--- config.mk ---
export PLATFORM = sky130hd
export DESIGN_NAME = mem_access
export DESIGN_NICKNAME = d
export VERILOG_FILES = /design/src/rtl/mem_access.sv
export SDC_FILE = /design/constraint.sdc
export NUM_CORES = 1
export LEC_CHECK = 0
export ABC_AREA = 1
export CORE_MARGIN = 2
export CORE_UTILIZATION = 30
export CTS_BUF_LIST = sky130_fd_sc_hd__clkbuf_4 sky130_fd_sc_hd__clkbuf_8 sky130_fd_sc_hd__clkbuf_16
export DETAILED_ROUTE_END_ITERATION = 8
export MAX_ROUTING_LAYER = met4
export SLEW_MARGIN = 10
export SYNTH_ARGS = -nofsm -noshare
export SYNTH_HDL_FRONTEND = slang
export SYNTH_SLANG_ARGS = --single-unit
export TNS_END_PERCENT = 100
--- constraint.sdc ---
create_clock -name clk -period 3.45 [get_ports clk]
set_input_delay 0.5175 -clock clk [delete_from_list [all_inputs] [get_ports clk]]
set_output_delay 0.5175 -clock clk [all_outputs]
set_load 0.05 [all_outputs]
--- src/rtl/mem_access.sv ---
// mem_access: RV32I MEM stage that steers byte lanes over a req/ack data port and extends load data.
// Optional macro MISALIGN_TRAP_EN traps misaligned halfword/word accesses in IDLE instead of issuing them.
module mem_access #(
  parameter int ACK_TIMEOUT = 16,
  parameter int TO_CNT_W    = 8
) (
  input  logic        clk,
  input  logic        rst,
  input  logic [4:0]  wd_i,
  input  logic        wreg_i,
  input  logic [31:0] wdata_i,
  input  logic [3:0]  memop_i,
  input  logic [31:0] mem_addr_i,
  input  logic [31:0] mem_sdata_i,
  output logic        dmem_req_o,
  output logic        dmem_we_o,
  output logic [31:0] dmem_addr_o,
  output logic [3:0]  dmem_be_o,
  output logic [31:0] dmem_wdata_o,
  input  logic [31:0] dmem_rdata_i,
  input  logic        dmem_ack_i,
  output logic [4:0]  mem_wd,
  output logic        mem_wreg,
  output logic [31:0] mem_wdata,
  output logic        stallreq,
  output logic        bus_err_o,
  output logic        misalign_o
);

  typedef enum logic [1:0] {S_IDLE, S_BUSY, S_DONE} state_e;

  localparam logic [3:0] OP_LB  = 4'd1;
  localparam logic [3:0] OP_LH  = 4'd2;
  localparam logic [3:0] OP_LW  = 4'd3;
  localparam logic [3:0] OP_LBU = 4'd4;
  localparam logic [3:0] OP_LHU = 4'd5;
  localparam logic [3:0] OP_SB  = 4'd6;
  localparam logic [3:0] OP_SH  = 4'd7;
  localparam logic [3:0] OP_SW  = 4'd8;
  localparam logic [TO_CNT_W-1:0] TO_LAST = TO_CNT_W'(ACK_TIMEOUT - 1);

  state_e              state_q, state_d;
  logic [TO_CNT_W-1:0] cnt_q, cnt_d;
  logic [31:0]         addr_q, addr_d, wdata_q, wdata_d, data_q, data_d;
  logic [3:0]          be_q, be_d, op_q, op_d;
  logic [1:0]          off_q, off_d;
  logic                we_q, we_d, abort_q, abort_d;

  logic        op_valid, is_store, misaligned, timeout;
  logic [3:0]  lane_be;
  logic [31:0] lane_wdata, ld_ext;
  logic [7:0]  ld_byte;
  logic [15:0] ld_half;

  assign op_valid = (memop_i >= OP_LB) && (memop_i <= OP_SW);
  assign timeout  = (ACK_TIMEOUT != 0) && (cnt_q == TO_LAST);

  always_comb begin
    lane_be    = 4'b0000;
    lane_wdata = 32'h0;
    is_store   = 1'b0;
    case (memop_i)
      OP_LB, OP_LBU, OP_SB: lane_be = 4'b0001 << mem_addr_i[1:0];
      OP_LH, OP_LHU, OP_SH: lane_be = mem_addr_i[1] ? 4'b1100 : 4'b0011;
      OP_LW, OP_SW:         lane_be = 4'b1111;
      default: ;
    endcase
    case (memop_i)
      OP_SB: begin is_store = 1'b1; lane_wdata = {4{mem_sdata_i[7:0]}};  end
      OP_SH: begin is_store = 1'b1; lane_wdata = {2{mem_sdata_i[15:0]}}; end
      OP_SW: begin is_store = 1'b1; lane_wdata = mem_sdata_i;            end
      default: ;
    endcase
  end

`ifdef MISALIGN_TRAP_EN
  always_comb begin
    misaligned = 1'b0;
    case (memop_i)
      OP_LH, OP_LHU, OP_SH: misaligned = mem_addr_i[0];
      OP_LW, OP_SW:         misaligned = |mem_addr_i[1:0];
      default: ;
    endcase
  end
`else
  assign misaligned = 1'b0;
`endif

  // Extension uses the offset latched at issue, since ex_mem may not be trusted mid-access.
  assign ld_byte = 8'(dmem_rdata_i >> {off_q, 3'b000});
  assign ld_half = off_q[1] ? dmem_rdata_i[31:16] : dmem_rdata_i[15:0];

  always_comb begin
    ld_ext = 32'h0;
    case (op_q)
      OP_LB:  ld_ext = {{24{ld_byte[7]}}, ld_byte};
      OP_LH:  ld_ext = {{16{ld_half[15]}}, ld_half};
      OP_LW:  ld_ext = dmem_rdata_i;
      OP_LBU: ld_ext = {24'h0, ld_byte};
      OP_LHU: ld_ext = {16'h0, ld_half};
      default: ;
    endcase
  end

  always_comb begin
    state_d    = state_q;
    cnt_d      = cnt_q;
    addr_d     = addr_q;
    be_d       = be_q;
    wdata_d    = wdata_q;
    we_d       = we_q;
    op_d       = op_q;
    off_d      = off_q;
    data_d     = data_q;
    abort_d    = abort_q;
    stallreq   = 1'b0;
    misalign_o = 1'b0;
    mem_wd     = wd_i;
    mem_wreg   = wreg_i;
    mem_wdata  = wdata_i;
    case (state_q)
      S_IDLE: begin
        if (op_valid) begin
          mem_wd    = 5'd0;
          mem_wreg  = 1'b0;
          mem_wdata = 32'h0;
          if (misaligned) begin
            misalign_o = 1'b1;
          end else begin
            stallreq = 1'b1;
            addr_d   = {mem_addr_i[31:2], 2'b00};
            be_d     = lane_be;
            wdata_d  = lane_wdata;
            we_d     = is_store;
            op_d     = memop_i;
            off_d    = mem_addr_i[1:0];
            cnt_d    = '0;
            state_d  = S_BUSY;
          end
        end
      end
      S_BUSY: begin
        stallreq  = 1'b1;
        mem_wd    = 5'd0;
        mem_wreg  = 1'b0;
        mem_wdata = 32'h0;
        cnt_d     = cnt_q + 1'b1;
        if (dmem_ack_i) begin
          data_d  = we_q ? 32'h0 : ld_ext;
          abort_d = 1'b0;
          state_d = S_DONE;
        end else if (timeout) begin
          data_d  = 32'h0;
          abort_d = 1'b1;
          state_d = S_DONE;
        end
      end
      S_DONE: begin
        mem_wreg  = wreg_i & ~abort_q;
        mem_wdata = data_q;
        abort_d   = 1'b0;
        state_d   = S_IDLE;
      end
      default: state_d = S_IDLE;
    endcase
  end

  always_ff @(posedge clk or negedge rst) begin
    if (!rst) begin
      state_q <= S_IDLE;
      cnt_q   <= '0;
      addr_q  <= 32'h0;
      be_q    <= 4'h0;
      wdata_q <= 32'h0;
      we_q    <= 1'b0;
      op_q    <= 4'h0;
      off_q   <= 2'b00;
      data_q  <= 32'h0;
      abort_q <= 1'b0;
    end else begin
      state_q <= state_d;
      cnt_q   <= cnt_d;
      addr_q  <= addr_d;
      be_q    <= be_d;
      wdata_q <= wdata_d;
      we_q    <= we_d;
      op_q    <= op_d;
      off_q   <= off_d;
      data_q  <= data_d;
      abort_q <= abort_d;
    end
  end

  assign dmem_req_o   = (state_q == S_BUSY);
  assign dmem_we_o    = we_q;
  assign dmem_addr_o  = addr_q;
  assign dmem_be_o    = be_q;
  assign dmem_wdata_o = wdata_q;
  assign bus_err_o    = abort_q;

endmodule

-- After elaboration in Yosys (flattened, before gate mapping)
Index checks and enable logic that the tools add are counted.
Widths: inputs -> output; s select.
- multiply operators: 0
- div/mod/pow operators: 0
- equality and inequality tests: 18
- $lt $le $gt $ge: 2
- add/sub/neg operators: 1
- reductions and logical operators: 14
- muxes and demuxes: 26
- bitwise gates (word level): 2
- shift-type cells: 2
- operators with widths (operator ; number):
    $pmux 32 s3 ; 2
    $pmux 32 s5 ; 1
    $mux 32 ; 4
    $shr 32x5->8 ; 1
    $eq 4x3->1 const B ; 6
    $eq 4x2->1 const B ; 4
    $mux 16 ; 1
    $pmux 8 s2 ; 1
    $pmux 4 s3 ; 1
    $pmux 5 s2 ; 1
    $reduce_and 2->1 ; 5
    $reduce_or 3->1 ; 3
    $add 8x1->8 const B ; 1
    $eq 4x1->1 const B ; 2
    $eq 8x4->1 const B ; 1
    $mux 8 ; 1
    $mux 2 ; 3
    $reduce_bool 2->1 ; 3
    $mux 1 ; 5
    $mux 5 ; 1
    $eq 4x4->1 const B ; 1
    $ge 4x1->1 const B ; 1
    $le 4x4->1 const B ; 1
    $mux 4 ; 1
    other kinds (13) ; 14
- latch bits: 0
- memories kept: 0
- output and inout bits: 111
- bits in read-only memories: 0
- word-level logic and storage cells: 75
- RAM bits: 0
- flip-flop bits (word level): 116
- input bits: 141

-- Logic depth before layout (Yosys ltp)
Gate-level depths: netlist of run 1.
- word-level depth: 4
- gate-level depth with buffers: 11
- mapped depth without buffers: 10

-- Worst setup path after synthesis of run 1
OpenSTA, ideal clock, no wires.
- path type: register -> output
- start point: reg state_q[1]
- end point: out mem_wd[0]
- data arrival time: 2.184 ns
- slack: 0.749 ns
- required time: 2.932 ns
- path buffers: 2
- cell stages (with the launch flop): 9
- cell sequence: dfrtp_1 > inv_1 > ha_1 > inv_1 > or2_2 > clkbuf_1 > nand2_1 > buf_4 > nor2_1
- word-level cells in the longest chain between the ends: 2
- elaborated cells between the ends (all ways): 3
- those cells by class: eq/ne: 1; mux: 1; reduce/logical: 1
- RTL lines (item ; line ; RTL):
    start, declared ; 42 ; state_e state_q, state_d;
    start signal, assigned ; 181 ; state_q <= state_d;
    $eq 2x1->1 ; - ;
    net dmem_req_o ; 15 ; output logic dmem_req_o,
    $pmux 5 s2 ; 121 ; case (state_q)
    end, declared ; 22 ; output logic [4:0] mem_wd,
The timed path passes the listed nets, and every way through them passes these cells.

-- Worst setup path after layout of run 1
- start point: in memop_i[3]
- end point: out mem_wdata[5]
- word-level cells in the longest chain between the ends: 4
- elaborated cells between the ends (all ways): 5
- those cells by class: order compare: 2; mux: 2; reduce/logical: 1
- RTL lines (item ; line ; RTL):
    start, declared ; 12 ; input logic [3:0] memop_i,
    $ge 4x1->1 / $le 4x4->1 (equally long branches) ; 55 ; assign op_valid = (memop_i >= OP_LB) && (memop_i <= OP_SW);
    $logic_and 1x1->1 (*) ; 55 ;
    $mux 32 (*) ; 123 ; if (op_valid) begin
    $pmux 32 s3 (*) ; 121 ;
    end, declared ; 24 ; output logic [31:0] mem_wdata,
Mark *: on every way between the ends. The rest lies on a longest branch, timed or not.

==> results summary, run 1 <==
The die is 152 um tall. The total of cells resized after clock tree synthesis came out at 0. The most numerous cell type found on the critical path is sky130_fd_sc_hd__nand2_2.

The count of boundary I/O pins came out at approximately 250. The clock network accounts for between 20% and 30% of the total power. For this run, global-route usage on met3 was measured as under 10%. The critical path's slowest cell is sky130_fd_sc_hd__clkdlybuf4s50_1. The horizontal die dimension is approximately 150 um.

The number of design-rule violations left by the first detailed-router iteration came out at around 330. The deepest level of the CTS H-tree came out at 4. The most critical setup path has its startpoint at memop_i[3].

The total of flip-flops plus latches after synthesis came out at about 120. The simple-gate area share of the yosys netlist came out at 41.1%. The number of global-route vias before repair came to between 6000 and 7000. Setup repair after global routing left no endpoint under its margin. The number of standard cells in the final layout excluding fillers is roughly 1500.

After Yosys synthesis, XOR and XNOR cells account for 0.134% of the synthesized area. The post-CTS clock slew at the launch and capture registers of the worst setup and hold paths is approximately 0.060 ns. The setup TNS came out at 0 ns. The maximum buffer depth of the clock tree is 2. The proportion of synthesized flip-flops having asynchronous set or reset is 100%.

The worst setup path is launched from a primary input. The tightest min-delay check is of the reg -> reg type. The area share of fa/ha/maj cells after synthesis came out at 0.957%.

The net count reported at finish is 1331. Dividing the detail-routed wire length by the instance count gives around 14 um. Detailed routing inserted a total of ~6700 vias. In the final layout, the share of cells above drive strength 1 is between 9 and 10%. The most used flip-flop cell after synthesis is sky130_fd_sc_hd__dfrtp_1. Dividing total power by cell area gives a power density of approximately 850 nW/um^2. For this configuration, the core starts out at a cell density of between 30 and 40%. The relative area change from synthesis to final layout came out at 54.8%. The number of failing hold endpoints at the final stage is 0. STA classifies the critical path endpoint as an output port. The switching power came out at ~4.1 mW. The number of nets with antenna violations after routing is 0.

Data on the critical path is required at its endpoint by between 2 and 3 ns. The routed design has ~21000 um of wire. The diode insertion count for antenna repair came out at 0. The number of placed instances, taps included, is around 1400.

After detailed routing, the number of vias per cell comes to between 4 and 5. VDD sags by at most 0.000418 V. The number of distinct library cells after synthesis came out at 29. The global placement routability congestion is between 0.8 and 0.9.

The fraction of met1 tracks used by global routing came out at between 20% and 30%. The maximum clock skew at final layout came out at ~0.012 ns. The cell count after synthesis came out at around 950. The portion of netlist area occupied by mux cells came out at 0%. The count of maximum capacitance violations is 0. Headroom to the max-slew limit came out at approximately 44%. Net switching is between 40% and 50% of the power.

The post-route cell area came out at a little over 10000 sq um. The synthesized netlist occupies a cell area of around 6500 sq um. The number of enable-type register cells in the synthesized netlist came out at 0. The leakage power of the design is 5.23 nW. The final total power is 8.59 mW.

After detailed placement, the total cell area comes to 9530 sq um. The total internal power came out at between 4 and 5 mW. The flow ran to the end, and the final reports show no timing, DRC or antenna violations. The number of input and output port buffers inserted is between 200 and 250. The number of antenna violations at the first check in global routing came to 0. The CTS buffer count came out at 17.

The count of final max-slew check failures is 0. The post-CTS repair timing setup buffer count is 0. The worst register-to-register path begins at state_q[0]$_DFFE_PN0P_.

The stage delay of the slowest cell on the critical path came out at a little over 0.6 ns. The maximum fanout along the worst path is 19. The HPWL after detailed placement is around 15000 um. The post-route worst hold slack is roughly 0.48 ns. The endpoint identified for the worst register-to-register timing path is dmem_be_o[1]$_DFFE_PN0P_. The global routing met2 resource utilization came out at 30.2%.

The pin count of the biggest net entering global routing came out at ~60. The final-report setup violation count is 0. For this run, the number of Yosys warnings is 0.

The total number of clock tree sinks came out at ~120. The post-synthesis compound-gate area fraction came out at between 4 and 5%. Clock tree synthesis selected as its root buffer the cell sky130_fd_sc_hd__clkbuf_16. The post-route fraction of the period consumed by the critical path came out at about nine tenths.

The data arrival at the endpoint of the critical path is 2.58 ns. The average cell area after synthesis came out at 6.89 sq um. The total grt overflow came out at 0. The count of standard-cell rows came out at 54. Sequential cells burn between 20% and 30% of the power.

The critical path is of the in -> out type. The clock latency of the later-clocked register in the worst-skew pair is 0.42 ns. The global-route wire length before repair came out at about 34000 um. The count of unresolved DRC violations after routing came out at 0. The worst path needs slightly above 3 ns of the cycle, external delays included.

The overall global routing resource usage came out at a little under 20%. Buffers inserted to repair hold after CTS numbered 1. TritonCTS built the clock tree. The signal on the critical path passes through clkdlybuf4s50_1 > inv_1 > nor2_2 > nand2_2 > nand2_2 > nand2_1 > nand2_2 > nand2_2 > buf_4 > nand2_1 > nand2_1 > buf_12. The transition time of the tightest slew-check pin is between 0.8 and 0.9 ns.

The minimum setup slack among reg-to-reg paths came out at 1.23 ns. The area of the die is around 23000 sq um. The dominant combinational cell family by area after synthesis is simple AND/OR/NAND/NOR gates.

The total core area came out at around 22000 sq um. Sequential cells were found to cover between 40% and 50% of the synthesized design area. The part of the power in combinational logic came out at about 55%. The pre-antenna-repair detailed-routing pass consisted of 5 iterations. Derived from the worst setup path, the maximum achievable clock frequency is 0.323 GHz. In this run the worst setup path terminates at mem_wdata[5]. Measured in cells, the most critical reg-to-reg path has a length of 8.

The most utilized layer in the global route result is met2.
-- layout make-up --
cell class	count	area (sq um)
Fill cell	2193	11500
Multi-Input combinational cell	721	3090
Timing Repair Buffer	265	2950
Sequential cell	116	2900
Clock buffer	18	433
Tap cell	280	350
Inverter	64	240
Clock inverter	14	154
-- metal layers --
metal,vias to the layer above,wire [um]
li1,3428,-
met1,3037,9640
met2,223,9400
met3,16,1860
met4,0,296
met5,-,0
-- state kept, by name, summed over array words and instances (netlist names) --
signal        cells
dmem_wdata_o     32
dmem_be_o         4
dmem_addr_o      30
state_q           2
off_q             2
cnt_q             8
op_q              4
bus_err_o         1
dmem_we_o         1
data_q           32
-- how the worst min path moves through the flow --
stage / start / endpoint / depth (start not counted)
finish: data_q[23]$_DFFE_PN0P_ / data_q[23]$_DFFE_PN0P_ / 2
global route: dmem_addr_o[25]$_DFFE_PN0P_ / dmem_addr_o[25]$_DFFE_PN0P_ / 2
CTS: dmem_wdata_o[18]$_DFFE_PN0P_ / dmem_wdata_o[18]$_DFFE_PN0P_ / 2
detailed placement: rst / dmem_wdata_o[23]$_DFFE_PN0P_ / 1
global placement: rst / dmem_wdata_o[23]$_DFFE_PN0P_ / 1
floorplan: rst / bus_err_o$_DFFE_PN0P_ / 0
-- cell usage in the layout, fill, tap and decap left out, types with 2 or more instances in the layout --
cell	n
sky130_fd_sc_hd__nand2_1	497
sky130_fd_sc_hd__clkdlybuf4s50_1	208
sky130_fd_sc_hd__dfrtp_1	116
sky130_fd_sc_hd__nand3_1	107
sky130_fd_sc_hd__inv_1	59
sky130_fd_sc_hd__buf_12	35
sky130_fd_sc_hd__nor2_1	31
sky130_fd_sc_hd__buf_4	21
sky130_fd_sc_hd__clkbuf_16	17
sky130_fd_sc_hd__o21ai_0	13
sky130_fd_sc_hd__a21oi_1	10
sky130_fd_sc_hd__o211ai_1	9
sky130_fd_sc_hd__o21ai_1	9
sky130_fd_sc_hd__a22o_1	8
sky130_fd_sc_hd__nand4_1	7
sky130_fd_sc_hd__nand2_2	5
sky130_fd_sc_hd__nor2_2	5
sky130_fd_sc_hd__ha_1	5
sky130_fd_sc_hd__inv_2	4
sky130_fd_sc_hd__clkinv_4	4
sky130_fd_sc_hd__conb_1	3
sky130_fd_sc_hd__inv_6	3
sky130_fd_sc_hd__clkinvlp_4	3
sky130_fd_sc_hd__nor3_1	2
sky130_fd_sc_hd__and2_1	2
sky130_fd_sc_hd__or2_2	2
sky130_fd_sc_hd__clkinv_2	2
sky130_fd_sc_hd__bufinv_16	2
-- power groups by stage --
| stage | Clock [mW] | Sequential [mW] | Combinational [mW] |
|---|---|---|---|
| after floorplan | 0 | 3.09 | 2.06 |
| after global placement | 0 | 2.11 | 4.75 |
| after detailed placement | 0 | 2.11 | 4.76 |
| after CTS | 1.80 | 2.11 | 4.77 |
| after global routing | 1.86 | 2.17 | 5.09 |
| final | 1.76 | 2.11 | 4.73 |
-- through the flow --
| step | worst slack, ns | util [%] |
|---|---|---|
| 2_1_floorplan | 0.749 | - |
| 3_3_place_gp | 0.369 | 44.1 |
| 3_5_place_dp | 0.322 | 44.1 |
| 4_1_cts | 0.317 | 46.8 |
| 5_1_grt | 0.169 | 46.8 |
| 6_report | 0.352 | 46.8 |
-- logic make-up (layout without fill, tap and decap cells) --
kind of cell	Yosys count	in the layout
flops	116	116
compound gates	51	51
other cells	1	3
simple gates	661	661
fa+ha+maj	5	5
xor+xnor	1	1
buf+inv	114	361
-- Yosys cell counts (2+ instances only) --
master	number	area share, %
sky130_fd_sc_hd__or2_2	2	0.19
sky130_fd_sc_hd__nor2_1	31	1.8
sky130_fd_sc_hd__ha_1	5	0.96
sky130_fd_sc_hd__clkbuf_1	13	0.75
sky130_fd_sc_hd__nor3_1	2	0.15
sky130_fd_sc_hd__nand3_2	2	0.31
sky130_fd_sc_hd__inv_2	4	0.23
sky130_fd_sc_hd__nor2_2	5	0.48
sky130_fd_sc_hd__a21oi_1	10	0.77
sky130_fd_sc_hd__dfrtp_1	116	44
sky130_fd_sc_hd__nand3_1	107	8.2
sky130_fd_sc_hd__nand4_1	7	0.67
sky130_fd_sc_hd__o21ai_0	13	0.99
sky130_fd_sc_hd__buf_4	5	0.57
sky130_fd_sc_hd__inv_1	59	3.4
sky130_fd_sc_hd__buf_8	3	0.69
sky130_fd_sc_hd__nand2_1	497	29
sky130_fd_sc_hd__buf_6	7	1.2
sky130_fd_sc_hd__nand2_2	5	0.48
sky130_fd_sc_hd__and2_1	2	0.19
sky130_fd_sc_hd__a22o_1	8	1.1
sky130_fd_sc_hd__o211ai_1	9	1.0
sky130_fd_sc_hd__buf_2	22	1.7
sky130_fd_sc_hd__o21ai_1	10	0.77
-- critical path: cells and delay by family --
| family | cells | cell delay [ns] |
|---|---|---|
| buffers and inverters | 4 | 1.18 |
| AND/OR/NAND/NOR | 8 | 0.87 |
No activity file was read; power rests on OpenSTA's default activity.
==> inputs of run 2 (changes only) <==
--- a/config.mk
+++ b/config.mk
@@ -9,6 +9,7 @@
 export CORE_MARGIN = 2
 export CORE_UTILIZATION = 30
 export CTS_BUF_LIST = sky130_fd_sc_hd__clkbuf_4 sky130_fd_sc_hd__clkbuf_8 sky130_fd_sc_hd__clkbuf_16
+export CTS_CLUSTER_DIAMETER = 200
 export DETAILED_ROUTE_END_ITERATION = 8
 export MAX_ROUTING_LAYER = met4
 export SLEW_MARGIN = 10
==> results of run 2 <==
No change in the layout: final DEF, timing and power equal those of run 1.
==> inputs of run 3 (changes only) <==
--- a/config.mk
+++ b/config.mk
@@ -8,11 +8,10 @@
 export ABC_AREA = 1
 export CORE_MARGIN = 2
 export CORE_UTILIZATION = 30
-export CTS_BUF_LIST = sky130_fd_sc_hd__clkbuf_4 sky130_fd_sc_hd__clkbuf_8 sky130_fd_sc_hd__clkbuf_16
+export CTS_BUF_LIST = sky130_fd_sc_hd__clkbuf_4 sky130_fd_sc_hd__clkbuf_8
 export CTS_CLUSTER_DIAMETER = 200
 export DETAILED_ROUTE_END_ITERATION = 8
 export MAX_ROUTING_LAYER = met4
-export SLEW_MARGIN = 10
 export SYNTH_ARGS = -nofsm -noshare
 export SYNTH_HDL_FRONTEND = slang
 export SYNTH_SLANG_ARGS = --single-unit
==> run 3 against run 2 <==
Effect of this change:
- final cell count is the same
- core utilization is 0.89 points lower
- worst setup slack lost 0.012 ns
- flip-flop and latch count unchanged
- combinational power about the same
- sequential power barely moved
- first-iteration DRC count fell by 1.2%
- largest power group unchanged
- highest routed layer unchanged
==> results summary, run 3 (synthesized netlist as in run 1, its figures left out) <==
The maximum clock skew at final layout is 0.0129 ns. The total routed wirelength came out at between 20000 and 25000 um. Based on the critical path, the design can be clocked at up to 0.322 GHz. The average wire per cell in the routed design is roughly 14 um.

The sequential share of power came out at between 20% and 30%. The number of antenna violations at the first check in global routing came out at 0. The clock reaches the later pin of the worst-skew pair after between 0.4 and 0.5 ns. The switching power came out at about 4 mW. The global placement routability congestion is ~0.83. Setup repair after global routing left no endpoint under its margin. The count of boundary I/O pins is 252. The power density normalized to cell area came out at 816 nW/um^2. The maximum buffer depth of the clock tree is 2.

The run finished with clean final reports. Relative to the synthesized area, the layout overhead comes to 51.9%. Along the worst path, the maximum fanout reaches 19. The deepest level of the CTS H-tree came out at 4. The number of global-route vias before repair is roughly 6600. Detailed placement finished with a half-perimeter wire length of 15200 um. The number of design-rule violations left by the first detailed-router iteration is between 300 and 400. The post-CTS clock slew at the launch and capture registers of the worst setup and hold paths came out at ~0.090 ns. The net count reported at finish came out at approximately 1300. The CTS buffer count is 17. The effective utilization at floorplan came out at 30.2%. The setup TNS came out at 0 ns. STA classifies the critical path endpoint as an output port. For this run the aggregate overflow at the end of global routing stands at 0. The minimum period implied by the final worst setup slack came out at roughly 3.1 ns.

VDD sags by at most between 0.0004 and 0.0005 V. The count of maximum capacitance violations came out at 0. The share of final-layout standard cells stronger than drive strength 1 is a little under a tenth. The diode insertion count for antenna repair is 0. TritonCTS built the clock tree. The net switching share of the total power came out at 49.4%. The number of failing hold endpoints at the final stage came out at 0. The count of final max-slew check failures is 0.

Buffers placed on the I/O ports in this run total 248. Leaving out fill and tap cells, the most frequent cells in the layout are 497 x sky130_fd_sc_hd__nand2_1, 208 x sky130_fd_sc_hd__clkdlybuf4s50_1, 116 x sky130_fd_sc_hd__dfrtp_1. The type of the tightest min-delay check is in -> async. The final-report setup violation count came out at 0. From bottom edge to top edge, the die measures between 150 and 200 um. The part of the total power dissipated in the clock network came out at between 10% and 20%.

CTS placed an instance of sky130_fd_sc_hd__clkbuf_8 at the clock tree root. The worst setup path is launched from a primary input. Of the total power, combinational logic draws approximately three fifths. The data arrival at the endpoint of the critical path came out at between 2 and 3 ns. The number of hold buffers added after CTS was 1.

In this run the standard cell core region covers approximately 22000 sq um. The transition time of the tightest slew-check pin is 0.826 ns. The final total power is 8.10 mW.

After clock tree synthesis, the repair step resized 0 gates. The global-route wire length before repair is 33400 um. The post-route fraction of the period consumed by the critical path is between 90 and 100%. The area of the die came out at 23000 sq um. The start-to-end type of the worst setup path is in -> out. The overall global routing resource usage is between 10% and 20%. Measured against its own limit, the worst slew margin works out to around 45%.

Summing over every cut layer, the via total after detailed routing is a little under 7000. The number of nets with antenna violations after routing is 0. The first detailed-routing pass took 5 iterations.

The post-CTS repair timing setup buffer count came out at 0. The count of unresolved DRC violations after routing came out at 0. The floorplan has 54 rows. Entering global routing, the biggest net connects just over 60 pins. Clock tree synthesis found a total of 116 sinks. The library cell used most frequently in the layout, excluding fill and tap cells, is sky130_fd_sc_hd__nand2_1. The leakage power of the design came out at 5.15 nW. Using the TritonRoute via totals, the vias-per-cell ratio works out to roughly 4.5. STA puts the critical path data required time at a little under 3 ns. The internal portion of the total power is between 4 and 5 mW. The horizontal die dimension is about 150 um. The filler cells instantiated in the layout total 2208.
-- run 3: worst max-delay path: stages --
cell	delay (ns)
sky130_fd_sc_hd__clkdlybuf4s50_1	0.61
sky130_fd_sc_hd__inv_1	0.11
sky130_fd_sc_hd__nor2_2	0.10
sky130_fd_sc_hd__nand2_2	0.09
sky130_fd_sc_hd__nand2_2	0.10
sky130_fd_sc_hd__nand2_1	0.07
sky130_fd_sc_hd__nand2_2	0.11
sky130_fd_sc_hd__nand2_2	0.25
sky130_fd_sc_hd__buf_4	0.30
sky130_fd_sc_hd__nand2_1	0.07
sky130_fd_sc_hd__nand2_1	0.08
sky130_fd_sc_hd__buf_12	0.16
-- run 3: power groups by stage --
stage               clock network (mW)  registers (mW)  logic (mW)
global placement                     0            2.11        4.75
CTS                               1.31            2.11        4.77
detailed placement                   0            2.11        4.76
global route                      1.38            2.16        5.09
finish                            1.27            2.11        4.72
floorplan                            0            3.09        2.06
-- run 3: path summary, 6_finish.rpt --
check | cells after the start | start | slack [ns] | end
setup / recovery | 12 | memop_i[3] | 0.34 | mem_wdata[5]
hold / removal | 2 | rst | 0.47 | dmem_wdata_o[28]$_DFFE_PN0P_
setup reg to reg | 8 | state_q[0]$_DFFE_PN0P_ | 1.25 | dmem_be_o[1]$_DFFE_PN0P_
hold reg to reg | 2 | data_q[2]$_DFFE_PN0P_ | 0.48 | data_q[2]$_DFFE_PN0P_
max in group asynchronous | 3 | rst | 2.14 | dmem_addr_o[7]$_DFFE_PN0P_
min in group clk | 2 | data_q[2]$_DFFE_PN0P_ | 0.48 | data_q[2]$_DFFE_PN0P_
-- run 3: cell type report --
| type | count | area, sq um | area share [%] |
|---|---|---|---|
| inverter | 64 | 240 | 2.42 |
| tap | 280 | 350 | 3.53 |
| timing repair buffer | 265 | 2950 | 29.7 |
| clock inverter | 14 | 154 | 1.55 |
| multi-input combinational | 721 | 3090 | 31.2 |
| sequential | 116 | 2900 | 29.2 |
| clock buffer | 18 | 241 | 2.43 |
-- run 3: per-layer routing --
metal / GRT usage, % / wire, um / share of wire, % / vias to the layer above
met1: 24.1 / 9600 / 45 / 3065
met4: 5.09 / 304 / 1.4 / 0
li1: - / - / - / 3427
met2: 30.0 / 9360 / 44 / 217
met5: - / 0 / 0 / -
met3: 6.29 / 1880 / 8.9 / 15
-- run 3: metrics by stage --
stage	hold slack [ns]	utilization [%]	cells	cell area (sq um)	worst slack, ns
floorplan	0.222	-	951	6550	0.749
global placement	0.397	44.1	1445	9530	0.369
detailed placement	0.401	44.1	1445	9530	0.322
CTS	0.448	45.9	1478	9930	0.317
global route	0.452	45.9	1478	9930	0.169
finish	0.473	45.9	1478	9930	0.340
